==> src/rtl/sw_ctrl.sv <==
// Four-switch debouncer with press detection and display-mode selection.
// Raw switch levels are synchronised, debounced, and rising edges select the current mode.
module sw_ctrl #(
    parameter int DEB_CYCLES = 240000,
    parameter int CNT_W      = 18
) (
    input  logic       clk,
    input  logic       rst,
    input  logic [3:0] sw_i,
    output logic [3:0] sw_o,
    output logic [3:0] press_o,
    output logic [1:0] mode_o,
    output logic       mode_chg_o
);

    localparam logic [CNT_W-1:0] DEB_MAX = CNT_W'(DEB_CYCLES - 1);

    logic [3:0]       sync1;
    logic [3:0]       sync2;
    logic [CNT_W-1:0] cnt [4];
    logic [3:0]       sw_nxt;
    logic [1:0]       low_idx;

    always_ff @(posedge clk or posedge rst) begin
        if (rst) begin
            sync1 <= '0;
            sync2 <= '0;
        end else begin
            sync1 <= sw_i;
            sync2 <= sync1;
        end
    end

    // A bit flips only after DEB_CYCLES consecutive mismatching edges.
    always_comb begin
        sw_nxt = sw_o;
        for (int i = 0; i < 4; i++) begin
            if (sync2[i] != sw_o[i] && cnt[i] == DEB_MAX)
                sw_nxt[i] = sync2[i];
        end
    end

    always_ff @(posedge clk or posedge rst) begin
        if (rst) begin
            for (int i = 0; i < 4; i++)
                cnt[i] <= '0;
            sw_o    <= '0;
            press_o <= '0;
        end else begin
            for (int i = 0; i < 4; i++) begin
                if (sync2[i] == sw_o[i] || cnt[i] == DEB_MAX)
                    cnt[i] <= '0;
                else
                    cnt[i] <= cnt[i] + CNT_W'(1);
            end
            sw_o    <= sw_nxt;
            press_o <= sw_nxt & ~sw_o;
        end
    end

    // Lowest pressed index wins when several switches rise together.
    always_comb begin
        low_idx = 2'd0;
        for (int i = 3; i >= 0; i--) begin
            if (press_o[i])
                low_idx = 2'(i);
        end
    end

    always_ff @(posedge clk or posedge rst) begin
        if (rst) begin
            mode_o     <= 2'd0;
            mode_chg_o <= 1'b0;
        end else if (press_o != 4'd0) begin
            mode_o     <= low_idx;
            mode_chg_o <= (low_idx != mode_o);
        end else begin
            mode_chg_o <= 1'b0;
        end
    end

endmodule

==> config.mk <==
export PLATFORM = sky130hd
export DESIGN_NAME = sw_ctrl
export DESIGN_NICKNAME = d
export VERILOG_FILES = /design/src/rtl/sw_ctrl.sv
export SDC_FILE = /design/constraint.sdc
export NUM_CORES = 1
export LEC_CHECK = 0
export CAP_MARGIN = 15
export CORE_MARGIN = 2
export CORE_UTILIZATION = 30
export DETAILED_ROUTE_END_ITERATION = 8
export HOLD_SLACK_MARGIN = 0.05
export PLACE_DENSITY = 0.5
export SKIP_LAST_GASP = 1
export SYNTH_ARGS = -nofsm -noshare
export SYNTH_HDL_FRONTEND = slang
export SYNTH_SLANG_ARGS = --single-unit
==> constraint.sdc <==
create_clock -name clk -period 7.4 [get_ports clk]
set_input_delay 1.11 -clock clk [delete_from_list [all_inputs] [get_ports clk]]
set_output_delay 1.11 -clock clk [all_outputs]
set_load 0.1 [all_outputs]
==> results of run 1 <==
## power by group through the flow
stage | sequential [mW] | clock, mW | combinational (mW)
6_report | 0.511 | 0.493 | 0.0313
5_1_grt | 0.512 | 0.527 | 0.0373
4_1_cts | 0.511 | 0.509 | 0.0328
3_5_place_dp | 0.521 | 0 | 0.0327
3_3_place_gp | 0.520 | 0 | 0.0321
2_1_floorplan | 0.519 | 0 | 0.0232
## final timing paths
| check | endpoint | slack (ns) | cells after the start |
|---|---|---|---|
| max reg2reg | cnt[42] | 5.23 | 5 |
| max | mode_o[0] | 4.32 | 1 |
| min | sync2[1] | 0.35 | 0 |
| max in group asynchronous | cnt[12] | 5.12 | 3 |
| min reg2reg | sync2[1] | 0.35 | 0 |
| min in group asynchronous | cnt[69] | 1.08 | 2 |
## per-stage QoR
stage               total power [mW]  hold WS, ns  cells  cell area [um2]   util
floorplan                      0.542        0.331    419             4310      -
global placement               0.552        0.334    607             4660  0.334
detailed placement             0.553        0.336    607             4660  0.334
CTS                             1.05        0.351    623             4970  0.357
global route                    1.08        0.359    624             4980  0.357
finish                          1.04        0.348    624             4980  0.357
## cells by family (layout without fill, tap and decap cells)
group,Yosys count,in the layout,synth area share
AND/OR/NAND/NOR,211,211,0.261
adder cells (fa/ha/maj),4,4,0.0116
flip-flops,91,91,0.529
buffers and inverters,21,46,0.0206
AO/OA/AOI/OAI,31,31,0.0509
XOR/XNOR,56,56,0.114
multiplexers,5,5,0.0128
## per-layer routing
| layer | track usage | vias up | wire length (um) |
|---|---|---|---|
| li1 | - | 1523 | - |
| met1 | 0.160 | 1483 | 4100 |
| met2 | 0.195 | 29 | 3980 |
| met3 | 0.0192 | 16 | 140 |
| met4 | 0.0717 | 0 | 267 |
| met5 | 0 | - | 0 |
## sequential cells by signal (all words and copies together), names as in the netlist
name / count
cnt: 72
mode_chg_o: 1
mode_o: 2
press_o: 4
sw_o: 4
sync1: 4
sync2: 4
## placed cells by master (no fill, tap or decap), types with 4 or more instances in the layout
cell / n
or2_2: 4
and4_1: 5
dfrtp_1: 91
xor2_1: 20
nor3_1: 18
nand3_1: 22
clkdlybuf4s50_1: 16
nand2_1: 23
xnor2_1: 36
nor4_1: 14
ha_1: 4
o31ai_1: 4
a21oi_1: 12
inv_1: 11
nand4_1: 19
mux2_2: 4
or3_1: 4
nor2_1: 72
clkinv_2: 4
nor3b_1: 4
clkbuf_16: 9
## area by class of cell
class	instances	area, um2
fillers	1353	8950
flip-flops and latches	91	2280
multi-input cells	307	1940
clock buffers	9	225
well taps	180	225
repair buffers	18	175
clock inverters	7	91.3
inverters	12	46.3
==> impl_metrics.xml, run 1 <==
<?xml version="1.0" encoding="UTF-8"?>
<metrics>
  <group name="timing">
    <metric name="timing.final.setup_violations" unit="">0</metric>
    <metric name="final_worst_path_period_share" unit="">0.417</metric>
    <metric name="finalSetupTns" unit="ns">0</metric>
    <metric name="max_slew.worst_pin.slew" unit="ns">1.02</metric>
    <metric name="rsz_0062_raised_after_global_routing" unit="">no</metric>
    <metric name="clock_skew" unit="ns">0.00634</metric>
    <metric name="hold_viol_final" unit="">0</metric>
    <metric name="clock.fmax" unit="MHz">324</metric>
    <metric name="timing.slew.headroom" unit="">0.318</metric>
    <metric name="worst_path_setup_slack_after_routing" unit="ns">4.32</metric>
    <metric name="period_minus_slack" unit="ns">3.08</metric>
    <metric name="drv_slew" unit="">0</metric>
  </group>
  <group name="worst_setup_path">
    <metric name="r2r_start" unit="">cnt[36]</metric>
    <metric name="top_delay_family_on_crit_path" unit="">buffers and inverters</metric>
    <metric name="path_max_fanout" unit="">6</metric>
    <metric name="critical_path.n_buffers_inverters" unit="">1</metric>
    <metric name="cp-startpoint" unit="">mode_o[0]</metric>
    <metric name="critPathSlowestCell" unit="">clkdlybuf4s50_1</metric>
    <metric name="crit_required" unit="ns">6.29</metric>
    <metric name="worst_setup_path_end_kind" unit="">output port</metric>
    <metric name="crit_arrival" unit="ns">1.97</metric>
    <metric name="crit_path_cell_trace" unit="">clkdlybuf4s50_1</metric>
    <metric name="critPathKind" unit="">flop to output port</metric>
    <metric name="type_of_element_launching_the_critical_path" unit="">flop</metric>
    <metric name="critical-path-max-stage-delay" unit="ns">1.20</metric>
  </group>
  <group name="route">
    <metric name="detail_route.first_pass.iterations" unit="">4</metric>
    <metric name="antenna_left" unit="">0</metric>
    <metric name="wl" unit="um">8480</metric>
    <metric name="vias" unit="">3051</metric>
    <metric name="remaining_drc_errors" unit="">0</metric>
    <metric name="first_iter_violations" unit="">123</metric>
    <metric name="detail_route.vias_per_cell" unit="">4.89</metric>
    <metric name="final_routed_wire_length_divided_by_cell_count" unit="um">13.6</metric>
  </group>
  <group name="synthesis">
    <metric name="count_of_mapped_cells_out_of_synthesis" unit="">419</metric>
    <metric name="yosys.area.top_type_share" unit="">0.529</metric>
    <metric name="synth_flop_type" unit="">dfrtp_1</metric>
    <metric name="post-synth-top-count-cell" unit="">dfrtp_1</metric>
    <metric name="yosys_warnings" unit="">0</metric>
    <metric name="mappedNetlistNets" unit="">429</metric>
    <metric name="post_synth_num_cell_types" unit="">48</metric>
    <metric name="synth.area.top_cells" unit="">dfrtp_1, xnor2_1, nor2_1</metric>
    <metric name="synth-seq-cells" unit="">91</metric>
    <metric name="total_standard_cell_area_after_synthesis" unit="um2">4310</metric>
    <metric name="yosysTopAreaCell" unit="">dfrtp_1</metric>
    <metric name="ys_seq_area_frac" unit="">0.529</metric>
    <metric name="synthArstFlopShare" unit="">1.00</metric>
    <metric name="synth_enable_flop_cells" unit="">0</metric>
    <metric name="netlist_top_cells_count" unit="">dfrtp_1, nor2_1, xnor2_1</metric>
    <metric name="synth.avg_cell_area" unit="um2">10.3</metric>
  </group>
  <group name="pwr">
    <metric name="share_seq_of_total_power" unit="">0.494</metric>
    <metric name="power_per_cell_area" unit="nW/um2">208</metric>
    <metric name="cell_internal_pwr" unit="mW">0.810</metric>
    <metric name="relative_contribution_of_combinational_cells_to_total_power" unit="">0.030</metric>
    <metric name="power_switching" unit="mW">0.225</metric>
    <metric name="power_leakage" unit="nW">1.93</metric>
    <metric name="clkPwrFrac" unit="">0.476</metric>
    <metric name="ir_worst_vdd" unit="mV">0.0997</metric>
    <metric name="share_of_total_power_consumed_by_net_switching" unit="">0.218</metric>
  </group>
  <group name="clocking">
    <metric name="cts_buffers" unit="">9</metric>
    <metric name="count_of_hold_buffers_inserted_by_post_cts_repair" unit="">0</metric>
    <metric name="clk_latency" unit="ns">0.34</metric>
    <metric name="cts_tree" unit="">yes</metric>
    <metric name="h-tree-depth" unit="">3</metric>
    <metric name="cts.path.max_buffers" unit="">2</metric>
    <metric name="post_cts.repair.setup_buffers" unit="">0</metric>
    <metric name="count_of_instances_resized_after_the_clock_tree_is_built" unit="">0</metric>
    <metric name="count_of_clock_tree_sinks" unit="">91</metric>
    <metric name="cts.reportedPaths.clkPinSlew" unit="ns">0.06</metric>
    <metric name="clk_root_buffer_cell" unit="">clkbuf_16</metric>
  </group>
  <group name="grt">
    <metric name="grt_antenna_before_repair" unit="">0</metric>
    <metric name="maximum_number_of_pins_on_one_net_before_global_route_repair" unit="">69</metric>
    <metric name="first_global_vias" unit="">3064</metric>
    <metric name="groute.usage.overall" unit="">0.123</metric>
    <metric name="grt-ovfl-total" unit="">0</metric>
    <metric name="wire_length_of_the_first_global_routing_pass" unit="um">14700</metric>
  </group>
  <group name="layout">
    <metric name="insertedDiodeCount" unit="">0</metric>
    <metric name="drive_gt1_frac" unit="">0.0833</metric>
    <metric name="area_growth" unit="%">15.7</metric>
    <metric name="finalNetCount" unit="">449</metric>
  </group>
  <group name="placement">
    <metric name="post-place-ws" unit="ns">4.60</metric>
    <metric name="port_buffers" unit="">16</metric>
    <metric name="hpwl" unit="um">5620</metric>
    <metric name="place.gp.congestion" unit="">0.765</metric>
  </group>
  <group name="die">
    <metric name="die_w" unit="um">124</metric>
    <metric name="ios" unit="">17</metric>
    <metric name="design.core.area" unit="um2">13900</metric>
    <metric name="die_height" unit="um">124</metric>
    <metric name="initial_core_util" unit="">0.309</metric>
    <metric name="floorplan.die_area" unit="um2">15300</metric>
    <metric name="placementRows" unit="">43</metric>
  </group>
  <group name="outcome">
    <metric name="run_status" unit="">finished clean</metric>
  </group>
  <group name="run">
    <metric name="max_cap_violations" unit="">0</metric>
  </group>
  <group name="min_path">
    <metric name="worstHoldPathType" unit="">flop to flop</metric>
    <metric name="hold_path_startpoint" unit="">sync1[1]</metric>
  </group>
</metrics>
No activity file was read; power rests on OpenSTA's default activity.
==> inputs of run 2 (changes only) <==
==> constraint.sdc (replaced) <==
create_clock -name clk -period 3.1 [get_ports clk]
set_input_delay 0.465 -clock clk [delete_from_list [all_inputs] [get_ports clk]]
set_output_delay 0.465 -clock clk [all_outputs]
set_load 0.1 [all_outputs]
==> impl_metrics.xml, run 2 (same netlist as run 1, synthesis figures left out) <==
<?xml version="1.0" encoding="UTF-8"?>
<metrics>
  <group name="die">
    <metric name="ios" unit="">17</metric>
    <metric name="floorplan.die_area" unit="um2">15300</metric>
    <metric name="initial_core_util" unit="">0.309</metric>
    <metric name="die_height" unit="um">124</metric>
    <metric name="design.core.area" unit="um2">13900</metric>
    <metric name="placementRows" unit="">43</metric>
    <metric name="die_w" unit="um">124</metric>
  </group>
  <group name="route">
    <metric name="remaining_drc_errors" unit="">0</metric>
    <metric name="first_iter_violations" unit="">175</metric>
    <metric name="antenna_left" unit="">0</metric>
    <metric name="detail_route.vias_per_cell" unit="">4.93</metric>
    <metric name="wl" unit="um">8330</metric>
    <metric name="detail_route.first_pass.iterations" unit="">4</metric>
    <metric name="vias" unit="">3076</metric>
    <metric name="final_routed_wire_length_divided_by_cell_count" unit="um">13.3</metric>
  </group>
  <group name="clocking">
    <metric name="h-tree-depth" unit="">3</metric>
    <metric name="cts_tree" unit="">yes</metric>
    <metric name="cts.reportedPaths.clkPinSlew" unit="ns">0.06</metric>
    <metric name="count_of_clock_tree_sinks" unit="">91</metric>
    <metric name="clk_root_buffer_cell" unit="">clkbuf_16</metric>
    <metric name="cts_buffers" unit="">9</metric>
    <metric name="cts.path.max_buffers" unit="">2</metric>
    <metric name="clk_latency" unit="ns">0.35</metric>
    <metric name="count_of_hold_buffers_inserted_by_post_cts_repair" unit="">0</metric>
    <metric name="post_cts.repair.setup_buffers" unit="">0</metric>
    <metric name="count_of_instances_resized_after_the_clock_tree_is_built" unit="">0</metric>
  </group>
  <group name="layout">
    <metric name="insertedDiodeCount" unit="">0</metric>
    <metric name="multiInputGateArea" unit="um2">1940</metric>
    <metric name="largest_register" unit="">cnt</metric>
    <metric name="mostFrequentLayoutCell" unit="">dfrtp_1</metric>
    <metric name="drive_gt1_frac" unit="">0.104</metric>
    <metric name="layout.cells.most_common_list" unit="">dfrtp_1, nor2_1, xnor2_1</metric>
    <metric name="finalNetCount" unit="">449</metric>
    <metric name="layout.area.seq" unit="um2">2280</metric>
    <metric name="area_growth" unit="%">14.8</metric>
    <metric name="nFillCells" unit="">1372</metric>
    <metric name="largest_register_ff_count" unit="">72</metric>
  </group>
  <group name="pwr">
    <metric name="ir_worst_vdd" unit="mV">0.263</metric>
    <metric name="power_leakage" unit="nW">1.94</metric>
    <metric name="power" unit="mW">2.39</metric>
    <metric name="power_per_cell_area" unit="nW/um2">483</metric>
  </group>
  <group name="worst_setup_path">
    <metric name="crit_required" unit="ns">3.30</metric>
    <metric name="crit_arrival" unit="ns">2.29</metric>
    <metric name="crit_path_cell_trace" unit="">ha_1 -&gt; and4_1 -&gt; nand3_1 -&gt; o31ai_4 -&gt; nor2_1</metric>
    <metric name="worst_setup_path_end_kind" unit="">flop</metric>
    <metric name="path_max_fanout" unit="">18</metric>
    <metric name="critPathKind" unit="">flop to flop</metric>
    <metric name="critical-path-max-stage-delay" unit="ns">0.71</metric>
    <metric name="type_of_element_launching_the_critical_path" unit="">flop</metric>
    <metric name="critPathSlowestCell" unit="">o31ai_4</metric>
  </group>
  <group name="timing">
    <metric name="hold_viol_final" unit="">0</metric>
    <metric name="timing.slew.headroom" unit="">0.448</metric>
    <metric name="clock_skew" unit="ns">0.0111</metric>
    <metric name="final_worst_path_period_share" unit="">0.676</metric>
    <metric name="max_slew.worst_pin.slew" unit="ns">0.827</metric>
    <metric name="drv_slew" unit="">0</metric>
    <metric name="timing.final.setup_violations" unit="">0</metric>
    <metric name="period_minus_slack" unit="ns">2.10</metric>
    <metric name="clock.fmax" unit="MHz">477</metric>
    <metric name="rsz_0062_raised_after_global_routing" unit="">no</metric>
    <metric name="finalSetupTns" unit="ns">0</metric>
  </group>
  <group name="outcome">
    <metric name="run_status" unit="">finished clean</metric>
  </group>
  <group name="placement">
    <metric name="place.gp.congestion" unit="">0.790</metric>
    <metric name="port_buffers" unit="">16</metric>
    <metric name="hpwl" unit="um">5620</metric>
  </group>
  <group name="grt">
    <metric name="groute.usage.overall" unit="">0.122</metric>
    <metric name="wire_length_of_the_first_global_routing_pass" unit="um">14600</metric>
    <metric name="grt_antenna_before_repair" unit="">0</metric>
    <metric name="first_global_vias" unit="">2976</metric>
    <metric name="maximum_number_of_pins_on_one_net_before_global_route_repair" unit="">48</metric>
    <metric name="grt-ovfl-total" unit="">0</metric>
  </group>
  <group name="min_path">
    <metric name="worstHoldPathType" unit="">flop to flop</metric>
  </group>
  <group name="run">
    <metric name="max_cap_violations" unit="">0</metric>
  </group>
</metrics>
==> run 2: cell count changes in the layout (fill, tap and decap cells not counted) <==
cell / previous run / this run
clkdlybuf4s50_1: 16 / 5
buf_4: 2 / 12
clkinv_2: 4 / 1
clkbuf_1: 0 / 2
clkinvlp_4: 1 / 3
buf_12: 0 / 1
bufinv_16: 2 / 1
==> run 2: per-stage QoR <==
| step | hold slack, ns | area (um2) | setup WS (ns) | utilization | instances |
|---|---|---|---|---|---|
| finish | 0.350 | 4940 | 1.00 | 0.355 | 624 |
| global route | 0.357 | 4940 | 0.794 | 0.355 | 624 |
| CTS | 0.353 | 4940 | 0.979 | 0.355 | 624 |
| detailed placement | 0.338 | 4650 | 0.982 | 0.334 | 608 |
| global placement | 0.334 | 4650 | 1.02 | 0.334 | 608 |
| floorplan | 0.331 | 4310 | 0.271 | - | 419 |
==> run 2: routing by layer <==
layer	vias up	track usage	part of all wire
met5	-	0	0
met4	0	0.0568	0.022
met3	16	0.0275	0.023
met2	34	0.185	0.46
met1	1501	0.167	0.49
li1	1525	-	-
==> run 2: critical path, delay by kind of cell, from the launching register on <==
family          cells  cell delay, ns
flops               1            0.40
fa+ha+maj           1            0.24
compound gates      1            0.71
simple gates        3            0.59
==> run 2: cell type report <==
type	instances	area share
clock buffers	11	0.0471
multi-input cells	307	0.392
clock inverters	5	0.0124
flip-flops and latches	91	0.461
repair buffers	18	0.0324
well taps	180	0.0456
inverters	12	0.00937
==> run 2: path summary, 6_finish.rpt <==
check / startpoint / to / slack (ns) / cells past startpoint
worst max-delay path: cnt[36] / cnt[46] / 1.00 / 5
worst min-delay path: sync1[0] / sync2[0] / 0.35 / 0
worst max register to register: cnt[36] / cnt[46] / 1.00 / 5
worst min register to register: sync1[0] / sync2[0] / 0.35 / 0
max in group asynchronous: rst / cnt[57] / 1.82 / 3
min in group asynchronous: rst / cnt[8] / 0.58 / 2
==> run 2: power breakdown <==
group          total (mW)  leakage, nW  internal [mW]  switching (mW)
registers            1.22         1.24           1.21          0.0149
logic              0.0770        0.560         0.0254          0.0516
clock network        1.09        0.132          0.628           0.461
total                2.39         1.94           1.86           0.527
==> inputs of run 3 (changes only) <==
==> constraint.sdc (replaced) <==
create_clock -name clk -period 2 [get_ports clk]
set_input_delay 0.3 -clock clk [delete_from_list [all_inputs] [get_ports clk]]
set_output_delay 0.3 -clock clk [all_outputs]
set_load 0.1 [all_outputs]
==> impl_metrics.xml, run 3 (same netlist as run 1, synthesis figures left out) <==
<?xml version="1.0" encoding="UTF-8"?>
<metrics>
  <group name="outcome">
    <metric name="run_status" unit="">finished clean</metric>
  </group>
  <group name="worst_setup_path">
    <metric name="r2r_setup_slack" unit="ns">0.16</metric>
    <metric name="critPathKind" unit="">flop to flop</metric>
    <metric name="crit_arrival" unit="ns">2.11</metric>
    <metric name="crit_required" unit="ns">2.27</metric>
    <metric name="type_of_element_launching_the_critical_path" unit="">flop</metric>
    <metric name="worst_setup_path_end_kind" unit="">flop</metric>
    <metric name="r2r_start" unit="">cnt[41]</metric>
    <metric name="path_max_fanout" unit="">9</metric>
    <metric name="cp-startpoint" unit="">cnt[41]</metric>
  </group>
  <group name="clocking">
    <metric name="h-tree-depth" unit="">3</metric>
    <metric name="clk_root_buffer_cell" unit="">clkbuf_16</metric>
    <metric name="count_of_clock_tree_sinks" unit="">91</metric>
    <metric name="post_cts.repair.setup_buffers" unit="">0</metric>
    <metric name="cts.reportedPaths.clkPinSlew" unit="ns">0.06</metric>
    <metric name="cts_buffers" unit="">9</metric>
    <metric name="cts_tree" unit="">yes</metric>
    <metric name="clk_latency" unit="ns">0.33</metric>
    <metric name="cts.path.max_buffers" unit="">2</metric>
  </group>
  <group name="timing">
    <metric name="timing.slew.headroom" unit="">0.579</metric>
    <metric name="finalSetupTns" unit="ns">0</metric>
    <metric name="drv_slew" unit="">0</metric>
    <metric name="max_slew.worst_pin.slew" unit="ns">0.631</metric>
    <metric name="final_worst_path_period_share" unit="">0.922</metric>
    <metric name="clock.fmax" unit="MHz">543</metric>
    <metric name="rsz_0062_raised_after_global_routing" unit="">yes</metric>
    <metric name="hold_viol_final" unit="">0</metric>
    <metric name="clock_skew" unit="ns">0.00479</metric>
    <metric name="period_minus_slack" unit="ns">1.84</metric>
    <metric name="timing.final.setup_violations" unit="">0</metric>
  </group>
  <group name="layout">
    <metric name="nFillCells" unit="">1389</metric>
    <metric name="insertedDiodeCount" unit="">0</metric>
    <metric name="largest_register" unit="">cnt</metric>
    <metric name="mostFrequentLayoutCell" unit="">dfrtp_1</metric>
    <metric name="layout.core_utilization" unit="">0.365</metric>
    <metric name="area_growth" unit="%">18.1</metric>
    <metric name="drive_gt1_frac" unit="">0.133</metric>
    <metric name="final_cells" unit="">638</metric>
    <metric name="layout.cells.most_common_list" unit="">dfrtp_1, nor2_1, xnor2_1</metric>
    <metric name="largest_register_ff_count" unit="">72</metric>
    <metric name="finalNetCount" unit="">463</metric>
  </group>
  <group name="run">
    <metric name="max_cap_violations" unit="">0</metric>
  </group>
  <group name="placement">
    <metric name="port_buffers" unit="">16</metric>
    <metric name="hpwl" unit="um">5720</metric>
    <metric name="place.gp.congestion" unit="">0.813</metric>
    <metric name="dpl.cell_count" unit="">622</metric>
  </group>
  <group name="route">
    <metric name="first_iter_violations" unit="">139</metric>
    <metric name="wl" unit="um">8340</metric>
    <metric name="antenna_left" unit="">0</metric>
    <metric name="remaining_drc_errors" unit="">0</metric>
    <metric name="final_routed_wire_length_divided_by_cell_count" unit="um">13.1</metric>
    <metric name="detail_route.vias_per_cell" unit="">4.82</metric>
    <metric name="detail_route.first_pass.iterations" unit="">4</metric>
    <metric name="vias" unit="">3074</metric>
  </group>
  <group name="grt">
    <metric name="groute.usage.overall" unit="">0.120</metric>
    <metric name="maximum_number_of_pins_on_one_net_before_global_route_repair" unit="">38</metric>
    <metric name="first_global_vias" unit="">3003</metric>
    <metric name="wire_length_of_the_first_global_routing_pass" unit="um">14500</metric>
    <metric name="grt_antenna_before_repair" unit="">0</metric>
    <metric name="grt-ovfl-total" unit="">0</metric>
  </group>
  <group name="die">
    <metric name="die_w" unit="um">124</metric>
    <metric name="die_height" unit="um">124</metric>
    <metric name="design.core.area" unit="um2">13900</metric>
    <metric name="placementRows" unit="">43</metric>
    <metric name="floorplan.die_area" unit="um2">15300</metric>
    <metric name="ios" unit="">17</metric>
    <metric name="initial_core_util" unit="">0.309</metric>
  </group>
  <group name="min_path">
    <metric name="worstHoldPathType" unit="">input port to async pin</metric>
  </group>
  <group name="pwr">
    <metric name="power_per_cell_area" unit="nW/um2">748</metric>
    <metric name="ir_worst_vdd" unit="mV">0.358</metric>
    <metric name="power_leakage" unit="nW">2.02</metric>
  </group>
</metrics>
[run 3: final cells by class]
class | count | area (um2) | share of cell area
multi-input combinational | 307 | 1940 | 0.382
tap | 180 | 225 | 0.0443
clock buffer | 11 | 233 | 0.0458
clock inverter | 5 | 77.6 | 0.0153
inverter | 12 | 48.8 | 0.00960
timing repair buffer | 32 | 278 | 0.0546
sequential | 91 | 2280 | 0.448
[run 3: worst paths after layout]
check	endpoint	depth (start not counted)
max	cnt[53]	4
min	cnt[11]	2
max reg2reg	cnt[53]	4
min reg2reg	sync2[2]	0
max in group asynchronous	cnt[59]	3
min in group clk	sync2[2]	0
[run 3: timing repair]
item	in CTS	in global routing
hold buffers	0	0
resized for setup	0	1
endpoints found under the setup margin	0	1
[run 3: metrics by stage]
stage / total power [mW] / cell area, um2 / hold WS (ns) / setup WS (ns)
3_3_place_gp: 2.06 / 4770 / 0.333 / 0.172
6_report: 3.80 / 5080 / 0.347 / 0.157
5_1_grt: 3.97 / 5080 / 0.352 / -0.0294
3_5_place_dp: 2.06 / 4770 / 0.335 / 0.150
2_1_floorplan: 2.01 / 4310 / 0.331 / 0.122
4_1_cts: 3.88 / 5080 / 0.350 / 0.149
[run 3: metal layers]
metal,part of all wire,track usage
met1,0.49,0.162
met5,0,0
met4,0.014,0.0426
met3,0.031,0.0266
met2,0.46,0.191
[run 3: critical path: stages, from the launching register on]
cell and delay, ns:
dfrtp_1 0.46, nand2_4 0.12, or4_4 0.57, or4_4 0.50, a21oi_2 0.13
[run 3: where the power goes]
| group | total [mW] | internal, mW | leakage [nW] | switching, mW |
|---|---|---|---|---|
| logic | 0.133 | 0.0499 | 0.627 | 0.0831 |
| registers | 1.89 | 1.87 | 1.24 | 0.0232 |
| clock network | 1.78 | 1.09 | 0.150 | 0.684 |
| total | 3.80 | 3.01 | 2.02 | 0.790 |
